**src/rtl/mem_dump_reader.sv**
```systemverilog
// mem_dump_reader: host-side readback engine for the distributed data memory.
// Walks a contiguous address range through the async read port and streams
// (addr, data) beats over valid/ready, holding the core for the whole dump.
module mem_dump_reader #(
   parameter int ADDR_W = 10,
   parameter int DATA_W = 32,
   parameter int CNT_W  = 11
) (
   input  logic              clk,
   input  logic              rst,
   input  logic              start,
   input  logic [ADDR_W-1:0] base_addr,
   input  logic [CNT_W-1:0]  word_count,
   output logic [ADDR_W-1:0] mem_rd_addr,
   input  logic [DATA_W-1:0] mem_rd_data,
   output logic              out_valid,
   input  logic              out_ready,
   output logic [DATA_W-1:0] out_data,
   output logic [ADDR_W-1:0] out_addr,
   output logic              out_last,
   output logic              busy,
   output logic              done,
   output logic              core_hold
);

   typedef enum logic [1:0] {IDLE, FETCH, SEND, FINISH} state_t;

   state_t              state_q, state_d;
   logic [ADDR_W-1:0]   cur_addr_q, cur_addr_d;
   logic [CNT_W-1:0]    remaining_q, remaining_d;
   logic                out_valid_q, out_valid_d;
   logic                out_last_q, out_last_d;
   logic [DATA_W-1:0]   out_data_q, out_data_d;
   logic [ADDR_W-1:0]   out_addr_q, out_addr_d;

   // Handshake on the output beat; only meaningful while a word is held.
   logic                hs;
   assign hs = out_valid_q && out_ready;

   // State and datapath registers; reset drops any pending beat.
   always_ff @(posedge clk) begin
      if (rst) begin
         state_q     <= IDLE;
         cur_addr_q  <= '0;
         remaining_q <= '0;
         out_valid_q <= 1'b0;
         out_last_q  <= 1'b0;
         out_data_q  <= '0;
         out_addr_q  <= '0;
      end else begin
         state_q     <= state_d;
         cur_addr_q  <= cur_addr_d;
         remaining_q <= remaining_d;
         out_valid_q <= out_valid_d;
         out_last_q  <= out_last_d;
         out_data_q  <= out_data_d;
         out_addr_q  <= out_addr_d;
      end
   end

   // Next-state logic: one fetch cycle then wait in SEND for the host.
   always_comb begin
      state_d = state_q;
      case (state_q)
         IDLE:    if (start) state_d = (word_count != '0) ? FETCH : FINISH;
         FETCH:   state_d = SEND;
         SEND:    if (hs) state_d = (remaining_q == CNT_W'(1)) ? FINISH : FETCH;
         FINISH:  state_d = IDLE;
         default: state_d = IDLE;
      endcase
   end

   // Datapath updates: latch the range on start, capture the word in FETCH,
   // advance address/count on each accepted beat.
   always_comb begin
      cur_addr_d  = cur_addr_q;
      remaining_d = remaining_q;
      out_valid_d = out_valid_q;
      out_last_d  = out_last_q;
      out_data_d  = out_data_q;
      out_addr_d  = out_addr_q;
      case (state_q)
         IDLE: begin
            if (start && (word_count != '0)) begin
               cur_addr_d  = base_addr;
               remaining_d = word_count;
            end
         end
         FETCH: begin
            out_data_d  = mem_rd_data;
            out_addr_d  = cur_addr_q;
            out_valid_d = 1'b1;
            out_last_d  = (remaining_q == CNT_W'(1));
         end
         SEND: begin
            if (hs) begin
               out_valid_d = 1'b0;
               out_last_d  = 1'b0;
               remaining_d = remaining_q - CNT_W'(1);
               // Address wraps naturally at the top of memory.
               cur_addr_d  = cur_addr_q + ADDR_W'(1);
            end
         end
         default: ;
      endcase
   end

   // Moore outputs decoded from state; the read port always follows cur_addr.
   always_comb begin
      busy        = (state_q != IDLE);
      done        = (state_q == FINISH);
      core_hold   = (state_q != IDLE);
      mem_rd_addr = cur_addr_q;
      out_valid   = out_valid_q;
      out_last    = out_last_q;
      out_data    = out_data_q;
      out_addr    = out_addr_q;
   end

endmodule

```
**config.mk**
```make
export PLATFORM = sky130hd
export DESIGN_NAME = mem_dump_reader
export DESIGN_NICKNAME = d
export VERILOG_FILES = /design/src/rtl/mem_dump_reader.sv
export SDC_FILE = /design/constraint.sdc
export NUM_CORES = 1
export LEC_CHECK = 0
export CORE_MARGIN = 2
export CORE_UTILIZATION = 44
export CTS_CLUSTER_DIAMETER = 150
export CTS_CLUSTER_SIZE = 10
export DETAILED_ROUTE_END_ITERATION = 6
export GPL_TIMING_DRIVEN = 0
export MAX_ROUTING_LAYER = met4
export PLACE_DENSITY = 0.79
export SYNTH_ARGS = -nofsm -noshare
export SYNTH_HDL_FRONTEND = slang
export SYNTH_SLANG_ARGS = --single-unit
```
**constraint.sdc**
```tcl
create_clock -name clk -period 2.2 [get_ports clk]
set_input_delay 0.66 -clock clk [delete_from_list [all_inputs] [get_ports clk]]
set_output_delay 0.66 -clock clk [all_outputs]
set_load 0.005 [all_outputs]
```
-- Yosys cells after proc, flatten, opt, wreduce, memory -nomap -nowiden
Index checks and enable logic that the tools add are counted.
- input bits: 57
- register bits after elaboration: 67
- memories: 0
- bits in latches: 0
- ROM bits: 0
- RAM bits: 0
- multiplexer cells: 14
- equal/unequal tests: 7
- multipliers: 0
- reduce and logical (&&, ||, !) cells: 10
- shift operators: 0
- $add $sub $neg: 2
- divide/modulo/power cells: 0
- bitwise gates (word level): 0
- order comparisons: 0
- operators by type and width (cell ; count):
    11-bit two-way mux ; 2
    11-bit case mux with 2 select lines ; 1
    10-bit two-way mux ; 2
    10-bit case mux with 2 select lines ; 1
    11-bit by 1-bit == test with 1-bit output (second input constant) ; 1
    11-bit nonzero test ; 1
    11-bit by 1-bit subtractor with 11-bit output (second input constant) ; 1
    10-bit by 1-bit adder with 10-bit output (second input constant) ; 1
    2-bit two-way mux ; 4
    2-bit case mux with 4 select lines ; 1
    2-bit != test (second input constant) ; 3
    2-bit nonzero test ; 3
    2-bit == test (second input constant) ; 2
    1-bit case mux with 2 select lines ; 2
    2-bit AND reduction ; 2
    3-bit AND reduction ; 1
    2-bit by 1-bit == test with 1-bit output (second input constant) ; 1
    1-bit logical AND ; 2
    2-bit zero test ; 1
    1-bit two-way mux ; 1

-- Longest topological paths before layout
- word-level depth: 4
- gate-level depth with buffers: 6
- mapped depth without buffers: 6

-- Least setup slack after synthesis
No wires, ideal clock.
- kind: input -> register
- from: in word_count[1]
- to: reg cur_addr_q[2], in the netlist mem_rd_addr[2]
- stages: 5
- library setup time: 133 ps
- path buffers: 1
- arrival: 1665 ps
- setup slack: 401 ps
- required time: 2067 ps
- cell sequence: nor4_1 nand4_2 nand2_2 buf_4 o32ai_1
- longest elaborated chain between the ends: 4
- RTL lines (what ; RTL line ; source):
    start: declaration ; 13 ; input logic [CNT_W-1:0] word_count,
    11-bit nonzero test ; 84 ; if (start && (word_count != '0)) begin
    1-bit logical AND ; 84 ;
    2-bit != test (no line) ; n/a ;
    3-bit AND reduction (no line) ; n/a ;
    end signal: assignment ; 52 ; cur_addr_q <= cur_addr_d;
    end: declaration ; 29 ; logic [ADDR_W-1:0] cur_addr_q, cur_addr_d;
No other way between the ends.
A chain may end at the register's enable or synchronous reset.

-- Final worst setup path
- from: reg state_q[1]
- to: out core_hold
- longest elaborated chain between the ends: 1
- RTL lines (what ; RTL line ; source):
    start: declaration ; 28 ; state_t state_q, state_d;
    start signal: assignment ; 51 ; state_q <= state_d;
    2-bit nonzero test ; 112 ; core_hold = (state_q != IDLE);
    end: declaration ; 23 ; output logic core_hold
No other way between the ends.

==> flow_summary.yaml <==
outcome:
  status: "completed"
routing:
  drc: 0
  num_vias: 3468
  totalWireLength_um: 9970
  wl_per_cell_um: 16.0
  initialDrtViolationCount: 304
  firstDrtPassIters: 7
  vias_per_cell: 5.58
  postRouteAntennaNets: 0
setup_path:
  worst-path-stages: 4
  crit_path_start_kind: "flip-flop"
  crit_arrival_ps: 1490
  cp_slowest_stage_delay_ps: 480
  critical_path_peak_fanout: 8
  cp-startpoint: "state_q[1]$_SDFFE_PP0P_"
  end_kind: "output port"
  required_ps: 1540
  crit_slowest_cell: "clkdlybuf4s50_1"
  r2r-start: "remaining_q[2]$_SDFFE_PP0P_"
  rr_worst_depth: 4
  crit_type: "flip-flop to output port"
  crit_chain: "nor2_4 > inv_1 > buf_4 > clkdlybuf4s50_1"
  crit_family: "buffers and inverters"
  path_buf_inv: 3
yosys:
  ys.flop_type: "dfxtp_1"
  synth_cells: 391
  synth-adder-area-share_pct: 1.21
  synth_async_sr_flop_share_pct: 0
  syn_area_um2: 3100
  synthSimpleGateAreaFrac_pct: 26.5
  synth_compound_gate_area_share_pct: 23.3
  synth_xor_area_share_pct: 0
  yosys_warnings: 0
  synth_edf_count: 0
  yosysUniqueCellTypes: 49
  syn_nets: 451
  ys_ff_latch: 67
  synthMuxAreaShare_pct: 0
  synth_top_family_by_area: "simple AND/OR/NAND/NOR gates"
  seq_area_frac_synth_pct: 43.3
  syn_area_per_cell_um2: 7.92
floorplan:
  core_um2: 6790
  start_util_pct: 45.6
  rows: 30
  num_io_pins: 114
  dieArea_um2: 7730
  die_x_um: 87.9
  die_height_um: 87.9
global_route:
  antenna_found_initial: 0
  grt_pass1_vias: 3249
  grt-ovfl-total: 0
  grt_usage_pct: 26.4
  grt_max_degree: 13
  grt_first_pass_wirelength_um: 15600
worst_hold_path:
  holdCritStartpoint: "out_data[11]$_SDFFE_PP0P_"
  min_delay_path_depth: 2
  hp-class: "flip-flop to flip-flop"
sta:
  slew_violations: 0
  setup_viol: 0
  final.setup.worst_slack_ps: 46.9
  skew_ps: 7.13
  tightest_slew_ps: 598
  min_period_over_period_pct: 97.9
  min_period_ps: 2150
  slew_headroom_pct: 60.1
  fmax_mhz: 464
  hold_viol_final: 0
place:
  hpwl_um: 7100
  place.port_buffers: 112
  gp_congestion: 0.965
  pre_cts_ws_ps: -489
final_layout:
  area.growth.synth_to_final_pct: 49.1
  fin_nets: 581
  drive_gt1_share_pct: 9.89
  antenna_cells: 0
clock_tree:
  cts_tree: "built"
  clk_pin_slew_ps: 80
  cts_hold_buf: 0
  cts_max_path_buffers: 2
  ctsHtreeMaxLevel: 3
  insertion_delay_ps: 340
  clock-sinks: 67
  numCtsBuffers: 9
  cts-root-buf: "clkbuf_8"
power:
  peakVddDrop_uv: 544
  p_leak_nw: 1.61
  power_density_nw_per_um2: 666
  power_mw: 3.08
flow_run:
  max_cap_violations: 0
==> worst register-to-register path, stage by stage (launching register included) <==
cell and delay, ps:
dfxtp_1 400, nor4_4 590, and2_1 260, a22oi_1 100, o32ai_1 250
==> registers in the layout (all words and copies together), names as in the netlist <==
register	cells
out_data	32
out_valid	1
mem_rd_addr	10
out_addr	10
state_q	2
remaining_q	11
out_last	1
==> stage by stage <==
stage | cells | utilization [%] | cell area [um2] | hold WS, ps | setup TNS [ps]
2_1_floorplan | 391 | - | 3100 | 453 | 0
3_3_place_gp | 599 | 63.9 | 4340 | 442 | -7090
3_5_place_dp | 599 | 63.9 | 4340 | 446 | -7400
4_1_cts | 619 | 67.3 | 4580 | 456 | 0
5_1_grt | 622 | 68.0 | 4620 | 476 | -25.7
6_report | 622 | 68.0 | 4620 | 453 | 0
==> metal layers <==
layer / global-route usage, % / wire length [um] / vias to the layer above
li1: - / - / 1650
met1: 33.7 / 4300 / 1617
met2: 41.3 / 4660 / 179
met3: 6.03 / 814 / 22
met4: 9.09 / 192 / 0
met5: - / 0 / -
==> cells by family after synthesis <==
| kind of cell | after synthesis |
|---|---|
| simple gates | 172 |
| flops | 67 |
| compound gates | 111 |
| fa+ha+maj | 3 |
| buf+inv | 38 |
==> synth_stat cells (all sizes together) (2+ instances only) <==
library cell / n / area share, %
or3: 2 / 0.40
a211oi: 4 / 0.97
dfxtp: 67 / 43
nand4: 4 / 1.0
a31oi: 7 / 1.4
nor4: 5 / 1.7
o21ai: 5 / 0.81
and3: 2 / 0.40
buf: 15 / 2.9
o31ai: 3 / 0.73
nand2: 94 / 11
a22oi: 4 / 0.97
nor2: 15 / 1.9
a221oi: 2 / 0.57
inv: 6 / 0.73
o211a: 2 / 0.65
a21oi: 58 / 9.7
nor3: 17 / 2.7
nand3: 6 / 0.97
and2: 3 / 0.61
clkbuf: 17 / 2.1
a311oi: 4 / 1.3
a211o: 2 / 0.57
nor3b: 2 / 0.48
ha: 3 / 1.2
nand2b: 16 / 3.2
nor2b: 2 / 0.40
o32ai: 13 / 3.7
==> layout make-up <==
class / count / area, um2
fill: 579 / 2180
multi-input combinational: 286 / 1600
sequential: 67 / 1350
timing repair buffer: 119 / 1170
buffer: 32 / 155
clock buffer: 10 / 138
tap: 96 / 120
clock inverter: 6 / 63.8
inverter: 6 / 22.5
==> power by group <==
| part | leakage, nW | switching (mW) | total (mW) | internal [mW] |
|---|---|---|---|---|
| Clock | 0.0987 | 0.504 | 1.06 | 0.554 |
| Sequential | 0.548 | 0.0794 | 1.37 | 1.29 |
| Combinational | 0.959 | 0.314 | 0.653 | 0.339 |
| Total | 1.61 | 0.897 | 3.08 | 2.18 |
==> path summary, 6_finish.rpt <==
kind	end	slack, ps
max	core_hold	50
min	out_data[11]$_SDFFE_PP0P_	450
max reg2reg	remaining_q[6]$_SDFFE_PP0P_	490
min reg2reg	out_data[11]$_SDFFE_PP0P_	450
==> cells in the final DEF, fill, tap and decap left out, types with 7 or more instances in the layout <==
cell             count
a31oi_1              7
nand2_1             93
clkdlybuf4s50_1    112
buf_2               10
a21oi_1             57
clkbuf_1            17
dfxtp_1             65
buf_4               11
nor3_1              17
o32ai_1             13
clkbuf_8            10
nor2_1              13
nand2b_1            16
==> what timing repair did <==
item                       4_1_cts  5_1_grt
setup endpoints to repair       12       14
pin swaps                        1        1
setup buffers                    4        3
gates resized for setup          3        4
Power figures use the tool's default switching activity.
